**config.mk**
```make
export PLATFORM = sky130hd
export DESIGN_NAME = hazard_ctrl_flat
export DESIGN_NICKNAME = d
export VERILOG_FILES = /design/src/rtl/hazard_pkg.sv /design/src/rtl/hazard_ctrl_if.sv /design/src/rtl/fwd_sel.sv /design/src/rtl/hazard_ctrl.sv /design/src/flat_wrapper.sv
export SDC_FILE = /design/constraint.sdc
export NUM_CORES = 1
export LEC_CHECK = 0
export BUFFER_PORTS_ARGS = -buffer_cell sky130_fd_sc_hd__buf_4
export CAP_MARGIN = 20
export CELL_PAD_IN_SITES_DETAIL_PLACEMENT = 0
export CELL_PAD_IN_SITES_GLOBAL_PLACEMENT = 1
export CORE_UTILIZATION = 29
export CTS_CLUSTER_SIZE = 10
export DETAILED_ROUTE_END_ITERATION = 12
export PLACE_DENSITY = 0.81
export SKIP_CTS_REPAIR_TIMING = 1
export SYNTH_ARGS = -nofsm -noshare
export SYNTH_HDL_FRONTEND = slang
export SYNTH_SLANG_ARGS = --single-unit
```
**constraint.sdc**
```tcl
create_clock -name clk -period 2.05 [get_ports clk]
set_input_delay 0.41 -clock clk [delete_from_list [all_inputs] [get_ports clk]]
set_output_delay 0.41 -clock clk [all_outputs]
set_load 0.01 [all_outputs]
```
**src/rtl/hazard_pkg.sv**
```systemverilog
// Shared types for the RV32I pipeline hazard controller: FSM state encoding
// and the forwarding-mux select codes driven into the E-stage operand muxes.
package hazard_pkg;

  typedef enum logic [1:0] {
    RUN      = 2'd0,
    LU_WAIT  = 2'd1,
    MEM_WAIT = 2'd2
  } hz_state_e;

  localparam logic [1:0] FWD_REG    = 2'b00;
  localparam logic [1:0] FWD_ALU_M  = 2'b01;
  localparam logic [1:0] FWD_RESULT = 2'b10;

endpackage

```
**src/rtl/hazard_ctrl_if.sv**
```systemverilog
// Datapath <-> hazard controller signal bundle. master = datapath, slave = controller.
// Counter signals exist only when HAZARD_PERF_CNT_EN is defined.
interface hazard_ctrl_if #(
  parameter int REG_AW = 5,
  parameter int CNT_W  = 32
) ();

  logic [REG_AW-1:0] rs1_D, rs2_D, rs1_E, rs2_E;
  logic [REG_AW-1:0] rd_E, rd_M, rd_W;
  logic              load_E, reg_wr_M, reg_wr_W;
  logic              br_taken_E, mem_req_M, mem_rdy_M;
  logic              stall_F, stall_D, stall_E, stall_M;
  logic              flush_D, flush_E;
  logic [1:0]        forwardA_E, forwardB_E;

`ifdef HAZARD_PERF_CNT_EN
  logic [CNT_W-1:0]  stall_cnt, flush_cnt;

  modport master (
    output rs1_D, rs2_D, rs1_E, rs2_E, rd_E, rd_M, rd_W,
           load_E, reg_wr_M, reg_wr_W, br_taken_E, mem_req_M, mem_rdy_M,
    input  stall_F, stall_D, stall_E, stall_M, flush_D, flush_E,
           forwardA_E, forwardB_E, stall_cnt, flush_cnt
  );
  modport slave (
    input  rs1_D, rs2_D, rs1_E, rs2_E, rd_E, rd_M, rd_W,
           load_E, reg_wr_M, reg_wr_W, br_taken_E, mem_req_M, mem_rdy_M,
    output stall_F, stall_D, stall_E, stall_M, flush_D, flush_E,
           forwardA_E, forwardB_E, stall_cnt, flush_cnt
  );
`else
  // CNT_W only sizes the counters, which are compiled out in this build
  if (CNT_W < 1) begin : g_cnt_w_unused
  end

  modport master (
    output rs1_D, rs2_D, rs1_E, rs2_E, rd_E, rd_M, rd_W,
           load_E, reg_wr_M, reg_wr_W, br_taken_E, mem_req_M, mem_rdy_M,
    input  stall_F, stall_D, stall_E, stall_M, flush_D, flush_E,
           forwardA_E, forwardB_E
  );
  modport slave (
    input  rs1_D, rs2_D, rs1_E, rs2_E, rd_E, rd_M, rd_W,
           load_E, reg_wr_M, reg_wr_W, br_taken_E, mem_req_M, mem_rdy_M,
    output stall_F, stall_D, stall_E, stall_M, flush_D, flush_E,
           forwardA_E, forwardB_E
  );
`endif

endinterface

```
**src/rtl/fwd_sel.sv**
```systemverilog
// Forwarding select for one E-stage source operand: M result beats W result,
// x0 is never forwarded.
module fwd_sel
  import hazard_pkg::*;
#(
  parameter int REG_AW = 5
) (
  input  logic [REG_AW-1:0] rs,
  input  logic [REG_AW-1:0] rd_M,
  input  logic              reg_wr_M,
  input  logic [REG_AW-1:0] rd_W,
  input  logic              reg_wr_W,
  output logic [1:0]        fwd
);

  always_comb begin
    fwd = FWD_REG;
    if (rs != '0) begin
      if (reg_wr_M && (rs == rd_M))      fwd = FWD_ALU_M;
      else if (reg_wr_W && (rs == rd_W)) fwd = FWD_RESULT;
    end
  end

endmodule

```
**src/rtl/hazard_ctrl.sv**
```systemverilog
// 5-stage RV32I hazard controller: forwarding, multi-cycle load-use bubbles and
// data-memory wait. Optional perf counters under HAZARD_PERF_CNT_EN.
//
//  state    | meaning
//  RUN      | normal issue; load-use detected here
//  LU_WAIT  | extra load-use bubbles, cnt = bubbles still to insert
//  MEM_WAIT | data memory busy; whole front pipe frozen, cnt frozen
module hazard_ctrl
  import hazard_pkg::*;
#(
  parameter int REG_AW       = 5,
  parameter int LOAD_BUBBLES = 1,
  parameter int CNT_W        = 32
) (
  input  logic         clk,
  input  logic         rst,
  hazard_ctrl_if.slave hz
);

  localparam int             BC_W  = 3;
  localparam logic [BC_W-1:0] LB_M1 = BC_W'(LOAD_BUBBLES - 1);

  hz_state_e       state, nxt_state;
  logic [BC_W-1:0] cnt, nxt_cnt;
  logic            saved_lu, nxt_saved_lu;
  logic            br_pend, nxt_br_pend;
  logic            stall_f, stall_d, stall_e, stall_m, flush_d, flush_e;
  logic [1:0]      fwd_a, fwd_b;
  logic            mem_busy, br_any, load_use;

  fwd_sel #(.REG_AW(REG_AW)) u_fwd_a (
    .rs(hz.rs1_E), .rd_M(hz.rd_M), .reg_wr_M(hz.reg_wr_M),
    .rd_W(hz.rd_W), .reg_wr_W(hz.reg_wr_W), .fwd(fwd_a)
  );
  fwd_sel #(.REG_AW(REG_AW)) u_fwd_b (
    .rs(hz.rs2_E), .rd_M(hz.rd_M), .reg_wr_M(hz.reg_wr_M),
    .rd_W(hz.rd_W), .reg_wr_W(hz.reg_wr_W), .fwd(fwd_b)
  );

  assign mem_busy = hz.mem_req_M && !hz.mem_rdy_M;
  // a branch seen while E was frozen is replayed on the first free cycle
  assign br_any   = hz.br_taken_E || br_pend;
  assign load_use = hz.load_E && (hz.rd_E != '0) &&
                    ((hz.rd_E == hz.rs1_D) || (hz.rd_E == hz.rs2_D));

  always_comb begin
    stall_f      = 1'b0;
    stall_d      = 1'b0;
    stall_e      = 1'b0;
    stall_m      = 1'b0;
    flush_d      = 1'b0;
    flush_e      = 1'b0;
    nxt_state    = state;
    nxt_cnt      = cnt;
    nxt_saved_lu = saved_lu;
    nxt_br_pend  = br_pend;
    if (!rst) begin
      if (mem_busy) begin
        {stall_f, stall_d, stall_e, stall_m} = 4'b1111;
        nxt_state   = MEM_WAIT;
        nxt_br_pend = br_any;
        if (state != MEM_WAIT) nxt_saved_lu = (state == LU_WAIT);
      end else if (state == MEM_WAIT) begin
        nxt_state   = saved_lu ? LU_WAIT : RUN;
        nxt_br_pend = br_any;
      end else if (br_any) begin
        flush_d     = 1'b1;
        flush_e     = 1'b1;
        nxt_state   = RUN;
        nxt_cnt     = '0;
        nxt_br_pend = 1'b0;
      end else if (state == LU_WAIT) begin
        stall_f = 1'b1;
        stall_d = 1'b1;
        flush_e = 1'b1;
        nxt_cnt = cnt - BC_W'(1);
        if (cnt == BC_W'(1)) nxt_state = RUN;
      end else if (load_use) begin
        stall_f = 1'b1;
        stall_d = 1'b1;
        flush_e = 1'b1;
        if (LOAD_BUBBLES > 1) begin
          nxt_cnt   = LB_M1;
          nxt_state = LU_WAIT;
        end
      end
    end
  end

  always_ff @(posedge clk or posedge rst) begin
    if (rst) begin
      state    <= RUN;
      cnt      <= '0;
      saved_lu <= 1'b0;
      br_pend  <= 1'b0;
    end else begin
      state    <= nxt_state;
      cnt      <= nxt_cnt;
      saved_lu <= nxt_saved_lu;
      br_pend  <= nxt_br_pend;
    end
  end

  assign hz.stall_F    = stall_f;
  assign hz.stall_D    = stall_d;
  assign hz.stall_E    = stall_e;
  assign hz.stall_M    = stall_m;
  assign hz.flush_D    = flush_d;
  assign hz.flush_E    = flush_e;
  assign hz.forwardA_E = rst ? FWD_REG : fwd_a;
  assign hz.forwardB_E = rst ? FWD_REG : fwd_b;

`ifdef HAZARD_PERF_CNT_EN
  logic [CNT_W-1:0] stall_cnt_q, flush_cnt_q;

  always_ff @(posedge clk or posedge rst) begin
    if (rst) begin
      stall_cnt_q <= '0;
      flush_cnt_q <= '0;
    end else begin
      if (stall_f && !(&stall_cnt_q))
        stall_cnt_q <= stall_cnt_q + CNT_W'(1);
      if ((flush_d || flush_e) && !(&flush_cnt_q))
        flush_cnt_q <= flush_cnt_q + CNT_W'(1);
    end
  end

  assign hz.stall_cnt = stall_cnt_q;
  assign hz.flush_cnt = flush_cnt_q;
`else
  if (CNT_W < 1) begin : g_cnt_w_unused
  end
`endif

endmodule

```
**src/flat_wrapper.sv**
```systemverilog
// flat-port wrapper written by rule: the top's interface ports become plain ports
module hazard_ctrl_flat import hazard_pkg::*;
#(
  parameter int REG_AW       = 5,
  parameter int LOAD_BUBBLES = 1,
  parameter int CNT_W        = 32
)
  (clk, rst, hz_rs1_D, hz_rs2_D, hz_rs1_E, hz_rs2_E, hz_rd_E, hz_rd_M, hz_rd_W, hz_load_E, hz_reg_wr_M, hz_reg_wr_W, hz_br_taken_E, hz_mem_req_M, hz_mem_rdy_M, hz_stall_F, hz_stall_D, hz_stall_E, hz_stall_M, hz_flush_D, hz_flush_E, hz_forwardA_E, hz_forwardB_E);
  hazard_ctrl_if #(.REG_AW(REG_AW), .CNT_W(CNT_W)) hz_i ();
  input  logic clk;
  input  logic rst;
  input wire logic [$bits(hz_i.rs1_D)-1:0] hz_rs1_D;
  input wire logic [$bits(hz_i.rs2_D)-1:0] hz_rs2_D;
  input wire logic [$bits(hz_i.rs1_E)-1:0] hz_rs1_E;
  input wire logic [$bits(hz_i.rs2_E)-1:0] hz_rs2_E;
  input wire logic [$bits(hz_i.rd_E)-1:0] hz_rd_E;
  input wire logic [$bits(hz_i.rd_M)-1:0] hz_rd_M;
  input wire logic [$bits(hz_i.rd_W)-1:0] hz_rd_W;
  input wire logic [$bits(hz_i.load_E)-1:0] hz_load_E;
  input wire logic [$bits(hz_i.reg_wr_M)-1:0] hz_reg_wr_M;
  input wire logic [$bits(hz_i.reg_wr_W)-1:0] hz_reg_wr_W;
  input wire logic [$bits(hz_i.br_taken_E)-1:0] hz_br_taken_E;
  input wire logic [$bits(hz_i.mem_req_M)-1:0] hz_mem_req_M;
  input wire logic [$bits(hz_i.mem_rdy_M)-1:0] hz_mem_rdy_M;
  output wire logic [$bits(hz_i.stall_F)-1:0] hz_stall_F;
  output wire logic [$bits(hz_i.stall_D)-1:0] hz_stall_D;
  output wire logic [$bits(hz_i.stall_E)-1:0] hz_stall_E;
  output wire logic [$bits(hz_i.stall_M)-1:0] hz_stall_M;
  output wire logic [$bits(hz_i.flush_D)-1:0] hz_flush_D;
  output wire logic [$bits(hz_i.flush_E)-1:0] hz_flush_E;
  output wire logic [$bits(hz_i.forwardA_E)-1:0] hz_forwardA_E;
  output wire logic [$bits(hz_i.forwardB_E)-1:0] hz_forwardB_E;
  assign hz_i.rs1_D = hz_rs1_D;
  assign hz_i.rs2_D = hz_rs2_D;
  assign hz_i.rs1_E = hz_rs1_E;
  assign hz_i.rs2_E = hz_rs2_E;
  assign hz_i.rd_E = hz_rd_E;
  assign hz_i.rd_M = hz_rd_M;
  assign hz_i.rd_W = hz_rd_W;
  assign hz_i.load_E = hz_load_E;
  assign hz_i.reg_wr_M = hz_reg_wr_M;
  assign hz_i.reg_wr_W = hz_reg_wr_W;
  assign hz_i.br_taken_E = hz_br_taken_E;
  assign hz_i.mem_req_M = hz_mem_req_M;
  assign hz_i.mem_rdy_M = hz_mem_rdy_M;
  assign hz_stall_F = hz_i.stall_F;
  assign hz_stall_D = hz_i.stall_D;
  assign hz_stall_E = hz_i.stall_E;
  assign hz_stall_M = hz_i.stall_M;
  assign hz_flush_D = hz_i.flush_D;
  assign hz_flush_E = hz_i.flush_E;
  assign hz_forwardA_E = hz_i.forwardA_E;
  assign hz_forwardB_E = hz_i.forwardB_E;
  hazard_ctrl #(.REG_AW(REG_AW), .LOAD_BUBBLES(LOAD_BUBBLES), .CNT_W(CNT_W)) u_core (.clk(clk), .rst(rst), .hz(hz_i));
endmodule
```
After elaboration in Yosys (flattened, before gate mapping)
Index checks and enable logic that the tools add are counted.
- bits in registers: 7
- bits of input ports: 43
- logic and storage cells: 74
- add/sub/neg operators: 1
- eq/ne operators: 10
- mux-type cells: 35
- bitwise logic cells: 3
- reductions and logical operators: 21
- operator list (cell ; count):
    $eq 5x5->1 ; 6
    $mux 2 ; 13
    $mux 1 ; 20
    $reduce_bool 5->1 ; 3
    $reduce_bool 4->1 ; 2
    $logic_and 1x1->1 ; 7
    $mux 3 ; 2
    $reduce_and 3->1 ; 2
    $reduce_and 4->1 ; 1
    $eq 3x1->1 const B ; 1
    $not 1->1 ; 3
    $reduce_bool 3->1 ; 1
    $sub 3x1->3 const B ; 1
    $eq 2x1->1 const B ; 1
    $eq 2x2->1 const B ; 1
    $logic_or 1x1->1 ; 2
    $ne 2x2->1 const B ; 1
    $reduce_and 2->1 ; 1
    $reduce_bool 2->1 ; 1
    $logic_not 1->1 ; 1

Depth between registers and ports, before layout
Gate-level depths: netlist (run 1).
- depth after elaboration: 9
- depth in mapped cells: 6

Cells and area by module
From an unflattened synthesis (run 1), not the netlist that was laid out.
- cells, all modules: 109
- area total of the unflattened synthesis: 878.3 um^2
- by module, submodules not included (module ; instances ; cells each ; area an instance (um^2) ; seq. area each (um^2)):
    hazard_ctrl ; 1 ; 73 ; 608.1 ; 175.2
    fwd_sel ; 2 ; 18 ; 135.1 ; 0.0

Worst setup path before layout (run 1)
Ideal clock, no wire load.
- kind: in2out
- start: input port hz_rd_E[1]
- end: output port hz_stall_F
- data arrival time: 1.441 ns
- required time: 1.640 ns
- path slack: 0.199 ns
- stages on the path: 5
- path buffers: 1
- path through: or4_1 > o21ai_1 > nand2b_1 > o21ai_1 > buf_4
- word-level cells in the longest chain between the ends: 9
- RTL lines (item ; line ; RTL):
    start, declared ; flat_wrapper.sv:16 ; input wire logic [$bits(hz_i.rd_E)-1:0] hz_rd_E;
    $eq 5x5->1 / $reduce_bool 5->1 (equally long branches) ; hazard_ctrl.sv:44, hazard_ctrl.sv:43 ;
    $logic_or 1x1->1 / $logic_and 1x1->1 (equally long branches) ; hazard_ctrl.sv:44, hazard_ctrl.sv:43 ;
    $logic_and 1x1->1 * ; hazard_ctrl.sv:43 ; assign load_use = hz.load_E && (hz.rd_E != '0) &&
    $mux 1 * (6 in series) ; - ;
    end, declared ; flat_wrapper.sv:25 ; output wire logic [$bits(hz_i.stall_F)-1:0] hz_stall_F;
Mark *: on every way between the ends. The rest lies on a longest branch, timed or not.

Final worst setup path (run 1)
- start: input port hz_rd_E[1]
- end: output port hz_stall_D
- word-level cells in the longest chain between the ends: 9
- RTL lines (item ; line ; RTL):
    $eq 5x5->1 / $reduce_bool 5->1 (equally long branches) ; hazard_ctrl.sv:44, hazard_ctrl.sv:43 ;
    $logic_or 1x1->1 / $logic_and 1x1->1 (equally long branches) ; hazard_ctrl.sv:44, hazard_ctrl.sv:43 ;
    $logic_and 1x1->1 * ; hazard_ctrl.sv:43 ;
    $mux 1 * ; hazard_ctrl.sv:78 ; end else if (load_use) begin
    $mux 1 * ; hazard_ctrl.sv:72 ; end else if (state == LU_WAIT) begin
    $mux 1 * ; hazard_ctrl.sv:66 ; end else if (br_any) begin
    $mux 1 * ; hazard_ctrl.sv:63 ; end else if (state == MEM_WAIT) begin
    $mux 1 * ; hazard_ctrl.sv:58 ; if (mem_busy) begin
    $mux 1 * ; hazard_ctrl.sv:57 ; if (!rst) begin
    end, declared ; flat_wrapper.sv:26 ; output wire logic [$bits(hz_i.stall_D)-1:0] hz_stall_D;
Marks and branches as above.

==> results_dict.tcl, run 1 <==
set metrics [dict create \
    drtIter0Drc 22 \
    slowest_delay_ps 530 \
    r2r_setup_slack_ps 620 \
    start_util_pct 31.0 \
    slew_headroom_pct 77.4 \
    design.core.area_um2 2780 \
    hp-class "in -> async" \
    die_area_um2 3200 \
    die_h_um 56.6 \
    io_buffers 52 \
    setup_viol_count_final 0 \
    vias 977 \
    synth_edf_count 0 \
    clock_path_buffers 2 \
    tightest_slew_ps 339 \
    power_density_nw_per_um2 372 \
    antenna_found_initial 0 \
    wl_met3_um 188 \
    cap_viol_max_count 0 \
    hold_violations 0 \
    seq_area_frac_synth_pct 20.3 \
    yosys.area.top_type "dfrtp_1" \
    wl_met1_mm 1.01 \
    cpLargestDelayFamily "simple AND/OR/NAND/NOR gates" \
    viasPerCell 5.06 \
    leakage_uw 0.000628 \
    synth.distinct_cells 34 \
    syn_area_per_cell_um2 8.14 \
    crit_chain "buf_4, or4_4, o21ai_2, nand2b_1, o21ai_2, buf_4" \
    numClockSinks 7 \
    fmax_ghz 0.502 \
    layout-drive-gt1-share_pct 43.8 \
    synth_area_um2 863 \
    fin_ws_ps 57.1 \
    irDropWorstVdd_uv 189 \
    crit_buf_inv 2 \
    reg2reg_from "u_core.state[0]" \
    drc 0 \
    ant_nets 0 \
    area_growth_pct 57.4 \
    drt_pass1_iterations 4 \
    globalRouteOverflowTotal 0 \
    final_cell_mix "buf_4 (55), xor2_1 (18), xnor2_1 (12)" \
    endpoint_kind "output port" \
    slew_violations 0 \
    synthFlopType "dfrtp_1" \
    path_clk_slew_ps 60 \
    path_class "in -> out" \
    grt_pass1_wl_mm 4.15 \
    fp.dieW_um 56.6 \
    cts_tree "built" \
    synthArstFlopShare_pct 100 \
    grt_usage_pct 16.4 \
    start_kind "primary input" \
    htreeDepth 1 \
    synthTopCellsByArea "dfrtp_1 (20%), xor2_1 (18%), xnor2_1 (12%), ha_1 (5.8%), nor2_1 (3.9%)" \
    io_pins 53 \
    cts_buffers 3 \
    dp.cells 188 \
    r2r_cells 8 \
    ys_seq_elements 7 \
    slowest_stage "or4_4" \
    hpwl_mm 2.06 \
    highest_layer "met4" \
    grt_pass1_vias 939 \
    antenna_cells 0 \
    arrival_ps 1580 \
    crit_required_ps 1640 \
    wl_met2_mm 1.12 \
    synth_top_area_share_pct 20.3 \
    finClkSkew_ps 9.69 \
    dpl_worst_slack_ps 55.4 \
    whs_ps 163 \
    row_count 19 \
    clock_latency_ps 260 \
    cts-root-buf "clkbuf_4" \
    grt_setup_unrepaired "true" \
    finalCritPeriodShare_pct 97.2 \
    synth_warnings 0 \
    n_fill_cell 266 \
    utilization_pct 48.9 \
    avgRoutedWirePerCell_um 12.2 \
    layoutNonFillerInstCount 193 \
    status "complete, no violations" \
    fin_crit_ps 1990 \
    nets 210 \
    gp_congestion 0.902 \
    synth_nets 153 \
    timing.rr.end "u_core.cnt[0]" \
    syn_inst 106 \
    wirelength_mm 2.35 \
    grt_max_degree 12 \
    mostFrequentLayoutCell "buf_4" \
    critPathMaxFanout 3 \
]
worst register-to-register path: stages, from the launching register on:
cell      delay [ps]
dfrtp_1          350
inv_1             60
ha_2             220
nor2_2           120
buf_4            120
o311ai_2         120
buf_4            170
nand2_1           50
o21ai_0           80
how the worst max path moves through the flow:
stage | startpoint | endpoint | cells after the start
finish | hz_rd_E[1] | hz_stall_D | 6
detailed placement | hz_rd_E[1] | hz_stall_D | 6
global placement | hz_rs1_E[3] | hz_forwardA_E[1] | 6
CTS | u_core.state[0] | hz_flush_E | 4
floorplan | hz_rd_E[1] | hz_stall_F | 5
global route | u_core.state[0] | hz_stall_F | 6
routing by layer:
layer  GRT usage [%]  vias up
met4            7.32        0
met3            1.84        4
met5               0        -
met2            26.4       52
met1            21.8      435
li1                -      486
cells in the mapped netlist, types with 3 or more instances:
cell type  count
nand4_1        3
nor2_1         9
nor3_1         5
xor2_1        18
dfrtp_1        7
nor4_1         3
o21ai_0        4
inv_1          5
a21oi_1        3
nand3_1        3
nand2_1        3
xnor2_1       12
ha_1           4
kinds of logic (layout without fill, tap and decap cells):
| group | count (synthesis) | count (layout) | synth area share, % |
|---|---|---|---|
| AO/OA/AOI/OAI | 17 | 17 | 12.2 |
| XOR/XNOR | 30 | 30 | 30.4 |
| buffers and inverters | 8 | 64 | 4.35 |
| adder cells (fa/ha/maj) | 4 | 4 | 5.80 |
| AND/OR/NAND/NOR | 39 | 39 | 25.7 |
| flip-flops | 7 | 7 | 20.3 |
| multiplexers | 1 | 1 | 1.30 |
power breakdown:
part	switching (uW)	total (uW)	internal, uW	leakage [uW]
registers	6.65	151	144	0.0000947
logic	102	225	123	0.000515
clock network	57.3	129	71.6	0.0000177
state kept, by name, summed over array words and instances (netlist names):
signal           cells
u_core.cnt           3
u_core.state         2
u_core.br_pend       1
u_core.saved_lu      1
metrics by stage:
step                area (um^2)  setup TNS, ps  total power, uW
finish                     1360              0              505
global route               1360          -3.76              542
CTS                        1320           -285              498
detailed placement         1290              0              367
global placement           1290              0              364
floorplan                   863              0              251
cell type report:
cell class	instances	area (um^2)	share of cell area [%]
Sequential cell	7	175	12.9
Clock inverter	1	5.00	0.368
Inverter	5	18.8	1.38
Multi-Input combinational cell	91	686	50.5
Clock buffer	3	22.5	1.66
Tap cell	31	38.8	2.85
Timing Repair Buffer	55	413	30.4
Power figures use the tool's default switching activity.
==> inputs of run 2 (changes only) <==
- CORE_UTILIZATION: 29 -> 31
- PLACE_DENSITY: 0.81 -> 0.86
- clock period: 2.05 -> 2.5 ns (I/O delays scaled with it)
==> results_dict.tcl, run 2 (synthesis results as in run 1) <==
set metrics [dict create \
    crit_top_cell "buf_4" \
    grt_max_degree 12 \
    start_kind "flip-flop" \
    row_count 18 \
    antenna_cells 0 \
    leakage_uw 0.000608 \
    status "complete, no violations" \
    grt_pass1_wl_mm 3.59 \
    fp.dieW_um 54.8 \
    reg2reg_from "u_core.state[0]" \
    nets 208 \
    layout-drive-gt1-share_pct 37.5 \
    cts_tree "built" \
    wirelength_mm 2.30 \
    finalCritPeriodShare_pct 86.6 \
    setup_tns_ps 0 \
    fmax_ghz 0.462 \
    drc 0 \
    crit_chain "inv_1, ha_1, o311ai_0, buf_4, o31ai_1, buf_4" \
    path_class "reg -> out" \
    hold_violations 0 \
    gp_congestion 0.789 \
    die_area_um2 3000 \
    r2r_setup_slack_ps 1090 \
    drtIter0Drc 8 \
    drt_pass1_iterations 4 \
    cap_viol_max_count 0 \
    finClkSkew_ps 2.96 \
    r2r_cells 7 \
    slowest_delay_ps 360 \
    timing.rr.end "u_core.cnt[1]" \
    viasPerCell 5.07 \
    cts-root-buf "clkbuf_4" \
    area_growth_pct 51.3 \
    setup_viol_count_final 0 \
    largest_reg_flops 3 \
    hpwl_mm 2.03 \
    antenna_found_initial 0 \
    reg.largest.list "u_core.cnt: 3 flops, u_core.state: 2 flops" \
    slew_violations 0 \
    mostFrequentLayoutCell "buf_4" \
    critPathMaxFanout 6 \
    utilization_pct 51.3 \
    io_buffers 52 \
    grt_setup_unrepaired "false" \
    slowest_stage "o311ai_0" \
    globalRouteOverflowTotal 0 \
    arrival_ps 1660 \
    irDropWorstVdd_uv 202 \
    cts_buffers 3 \
    grt_usage_pct 16.5 \
    slew_headroom_pct 78.9 \
    regMostFlops "u_core.cnt" \
    path_clk_slew_ps 50 \
    design.core.area_um2 2540 \
    htreeDepth 1 \
    clock_path_buffers 2 \
    avgRoutedWirePerCell_um 12.1 \
    power_density_nw_per_um2 309 \
    ant_nets 0 \
    tightest_slew_ps 313 \
    fin_crit_ps 2160 \
    start_util_pct 33.9 \
    n_fill_cell 239 \
    crit_required_ps 2000 \
    vias 963 \
    io_pins 53 \
    endpoint_kind "output port" \
    numClockSinks 7 \
    power_uw 404 \
    clock_latency_ps 260 \
    die_h_um 54.8 \
    hp-class "in -> async" \
    final_cell_mix "buf_4 (53), xor2_1 (18), xnor2_1 (12)" \
    grt_pass1_vias 878 \
]
## run 2: how the worst max path moves through the flow
stage	start	endpoint	slack (ps)	cells past startpoint
after floorplan	hz_rd_E[1]	hz_stall_F	470	5
after global placement	hz_rs2_E[1]	hz_forwardB_E[1]	350	6
after detailed placement	hz_rd_E[1]	hz_stall_D	360	6
after CTS	u_core.state[1]	hz_flush_E	320	6
after global routing	u_core.state[0]	hz_stall_F	180	6
final	u_core.state[1]	hz_flush_E	340	6
## run 2: worst max-delay path, delay by kind of cell (launching register included)
| family | cells | cell delay (ps) |
|---|---|---|
| AOI/OAI and AO/OA | 2 | 420 |
| buffers and inverters | 3 | 390 |
| DFF | 1 | 350 |
| adders and majority gates | 1 | 250 |
## run 2: per-stage QoR
stage          hold WS (ps)  area, um^2  std cells  setup WS, ps
2_1_floorplan           450         863        106           469
3_3_place_gp            462        1280        186           350
3_5_place_dp            491        1280        186           355
4_1_cts                 260        1310        190           320
5_1_grt                 279        1310        190           184
6_report                247        1310        190           336
## run 2: power by group
group / internal, uW / total (uW) / switching, uW
sequential: 118 / 123 / 4.97
combinational: 95.3 / 174 / 78.4
clock: 61.2 / 107 / 45.8
total: 275 / 404 / 129
## run 2: area by class of cell
type,instances,area [um^2],share of cell area (%)
timing repair buffer,53,398,30.5
multi-input combinational,91,651,49.8
clock buffer,4,26.3,2.01
sequential,7,175,13.4
tap,30,37.5,2.87
inverter,5,18.8,1.44
## run 2: routing by layer
metal  vias to the layer above  wire length, um  GRT usage, %
met4                         0               13          2.56
met1                       446              913          19.8
met3                         3              145          3.06
li1                        480                -             -
met5                         -                0             0
met2                        34             1230          30.3
==> inputs of run 3 (changes only) <==
- PLACE_DENSITY: 0.86 -> 0.85
- SYNTH_HIERARCHICAL: default -> 1
==> results_dict.tcl, run 3 <==
set metrics [dict create \
    status "complete, no violations" \
    drc 0 \
    viasPerCell 4.74 \
    syn_inst 109 \
    yosys.cell_count.top_type "xor2_1" \
    grt_pass1_wl_mm 3.71 \
    ant_nets 0 \
    finalCritPeriodShare_pct 90.5 \
    io_buffers 52 \
    cap_viol_max_count 0 \
    synth_nets 156 \
    clock_path_buffers 2 \
    synthFlopType "dfrtp_1" \
    synth_edf_count 0 \
    seq_area_frac_synth_pct 19.9 \
    r2r_setup_slack_ps 1080 \
    grt_setup_unrepaired "false" \
    antenna_found_initial 0 \
    cts_tree "built" \
    clkPwrFrac_pct 25.2 \
    tightest_slew_ps 438 \
    critPathMaxFanout 5 \
    synth_warnings 6 \
    mostFrequentLayoutCell "buf_4" \
    globalRouteOverflowTotal 0 \
    cts-root-buf "clkbuf_4" \
    clock_latency_ps 250 \
    irDropWorstVdd_uv 290 \
    finClkSkew_ps 4.72 \
    numClockSinks 7 \
    arrival_ps 1760 \
    p_int_uw 272 \
    layout-drive-gt1-share_pct 37.3 \
    nets 209 \
    p_sw_share_pct 30.6 \
    hp-class "in -> async" \
    fmax_ghz 0.442 \
    area_growth_pct 49.0 \
    power_uw 393 \
    power_density_nw_per_um2 300 \
    crit_required_ps 2000 \
    switching_power_uw 120 \
    wirelength_mm 2.22 \
    slew_headroom_pct 70.3 \
    yosys.area.top_type "dfrtp_1" \
    synth_top_area_share_pct 19.9 \
    slew_violations 0 \
    largest_reg_flops 3 \
    endpoint_kind "output port" \
    gp_congestion 0.736 \
    leakage_uw 0.000606 \
    io_pins 53 \
    die_h_um 55.2 \
    row_count 18 \
    synth_commonest_cells "xor2_1 (18), xnor2_1 (12), nor2_1 (9)" \
    design.core.area_um2 2570 \
    grt_max_degree 12 \
    drtIter0Drc 19 \
    fin_crit_ps 2260 \
    start_util_pct 34.2 \
    setup_viol_count_final 0 \
    path_clk_slew_ps 50 \
    htreeDepth 1 \
    synth_area_um2 878 \
    path_class "reg -> out" \
    n_fill_cell 269 \
    synth.distinct_cells 34 \
    cts_buffers 3 \
    fp.dieW_um 55.2 \
    final_cell_mix "buf_4 (52), xor2_1 (18), xnor2_1 (12)" \
    start_kind "flip-flop" \
    ys_seq_elements 7 \
    grt_pass1_vias 882 \
    regMostFlops "u_core/cnt" \
    reg.largest.list "u_core/cnt: 3 flops, u_core/state: 2 flops" \
    p_seq_share_pct 31.4 \
    synthTopCellsByArea "dfrtp_1 (20%), xor2_1 (18%), xnor2_1 (12%), ha_1 (5.7%), nor2_1 (3.8%)" \
    vias 905 \
    setup_tns_ps 0 \
    power_frac_comb_pct 43.4 \
    synthArstFlopShare_pct 100 \
    syn_area_per_cell_um2 8.06 \
    hpwl_mm 1.98 \
    avgRoutedWirePerCell_um 11.6 \
    drt_pass1_iterations 4 \
    antenna_cells 0 \
    die_area_um2 3050 \
    grt_usage_pct 14.6 \
    hold_violations 0 \
]
-- run 3: changes by cell type after synthesis, moves of 2 or more --
cell / previous run / this run
nor2b_1: 2 / 5
nor3_1: 5 / 3
nand2_1: 3 / 5
and4_1: 2 / 0
nor4b_1: 0 / 2
-- run 3: power groups by stage --
stage          sequential, uW  clock, uW  combinational (uW)
2_1_floorplan             124          0                82.2
3_3_place_gp              125          0                 170
3_5_place_dp              125          0                 171
4_1_cts                   123        103                 172
5_1_grt                   124        110                 187
6_report                  123       99.0                 170
-- run 3: layout make-up --
class	count	area [um^2]	area share [%]
Sequential cell	7	175	13.4
Clock buffer	4	26.3	2.01
Tap cell	30	37.5	2.87
Inverter	5	18.8	1.43
Timing Repair Buffer	52	390	29.8
Multi-Input combinational cell	93	661	50.5
-- run 3: cells by family (layout without fill, tap and decap cells) --
group,count (synthesis),in the layout,synth area share [%]
simple gates,42,42,26.4
fa+ha+maj,4,4,5.70
flops,7,7,19.9
xor+xnor,30,30,29.9
mux,2,2,2.42
compound gates,15,15,10.8
buf+inv,9,61,4.84
-- run 3: critical path, cell delays in order, from the launching register on --
cell      delay, ps
dfrtp_1         350
inv_1            60
ha_1            260
nor4_1          410
nand2b_1        100
o21ai_1         190
buf_4           150
-- run 3: metal layers --
metal  vias to the layer above  routed length, um  global-route usage (%)
li1                        479                  -                       -
met3                         0                127                    3.51
met2                        34               1160                    26.9
met5                         -                  0                       0
met1                       392                931                    17.5
met4                         0                  0                    2.14
-- run 3: worst paths after layout --
kind / from / end / cells after the start
max: u_core/state[0] / hz_stall_F / 6
min: rst / u_core/state[0] / 2
max reg2reg: u_core/state[0] / u_core/cnt[1] / 6
min reg2reg: u_core/cnt[2] / u_core/cnt[2] / 1
max in group asynchronous: rst / u_core/cnt[0] / 2
min in group clk: u_core/cnt[2] / u_core/cnt[2] / 1
-- run 3: through the flow --
step / std cells / area, um^2 / utilization [%] / setup WS (ps) / hold slack [ps]
floorplan: 109 / 878 / - / 485 / 439
global placement: 187 / 1280 / 50.0 / 334 / 461
detailed placement: 187 / 1280 / 50.0 / 307 / 466
CTS: 191 / 1310 / 51.0 / 238 / 252
global route: 191 / 1310 / 51.0 / 104 / 282
finish: 191 / 1310 / 51.0 / 237 / 250
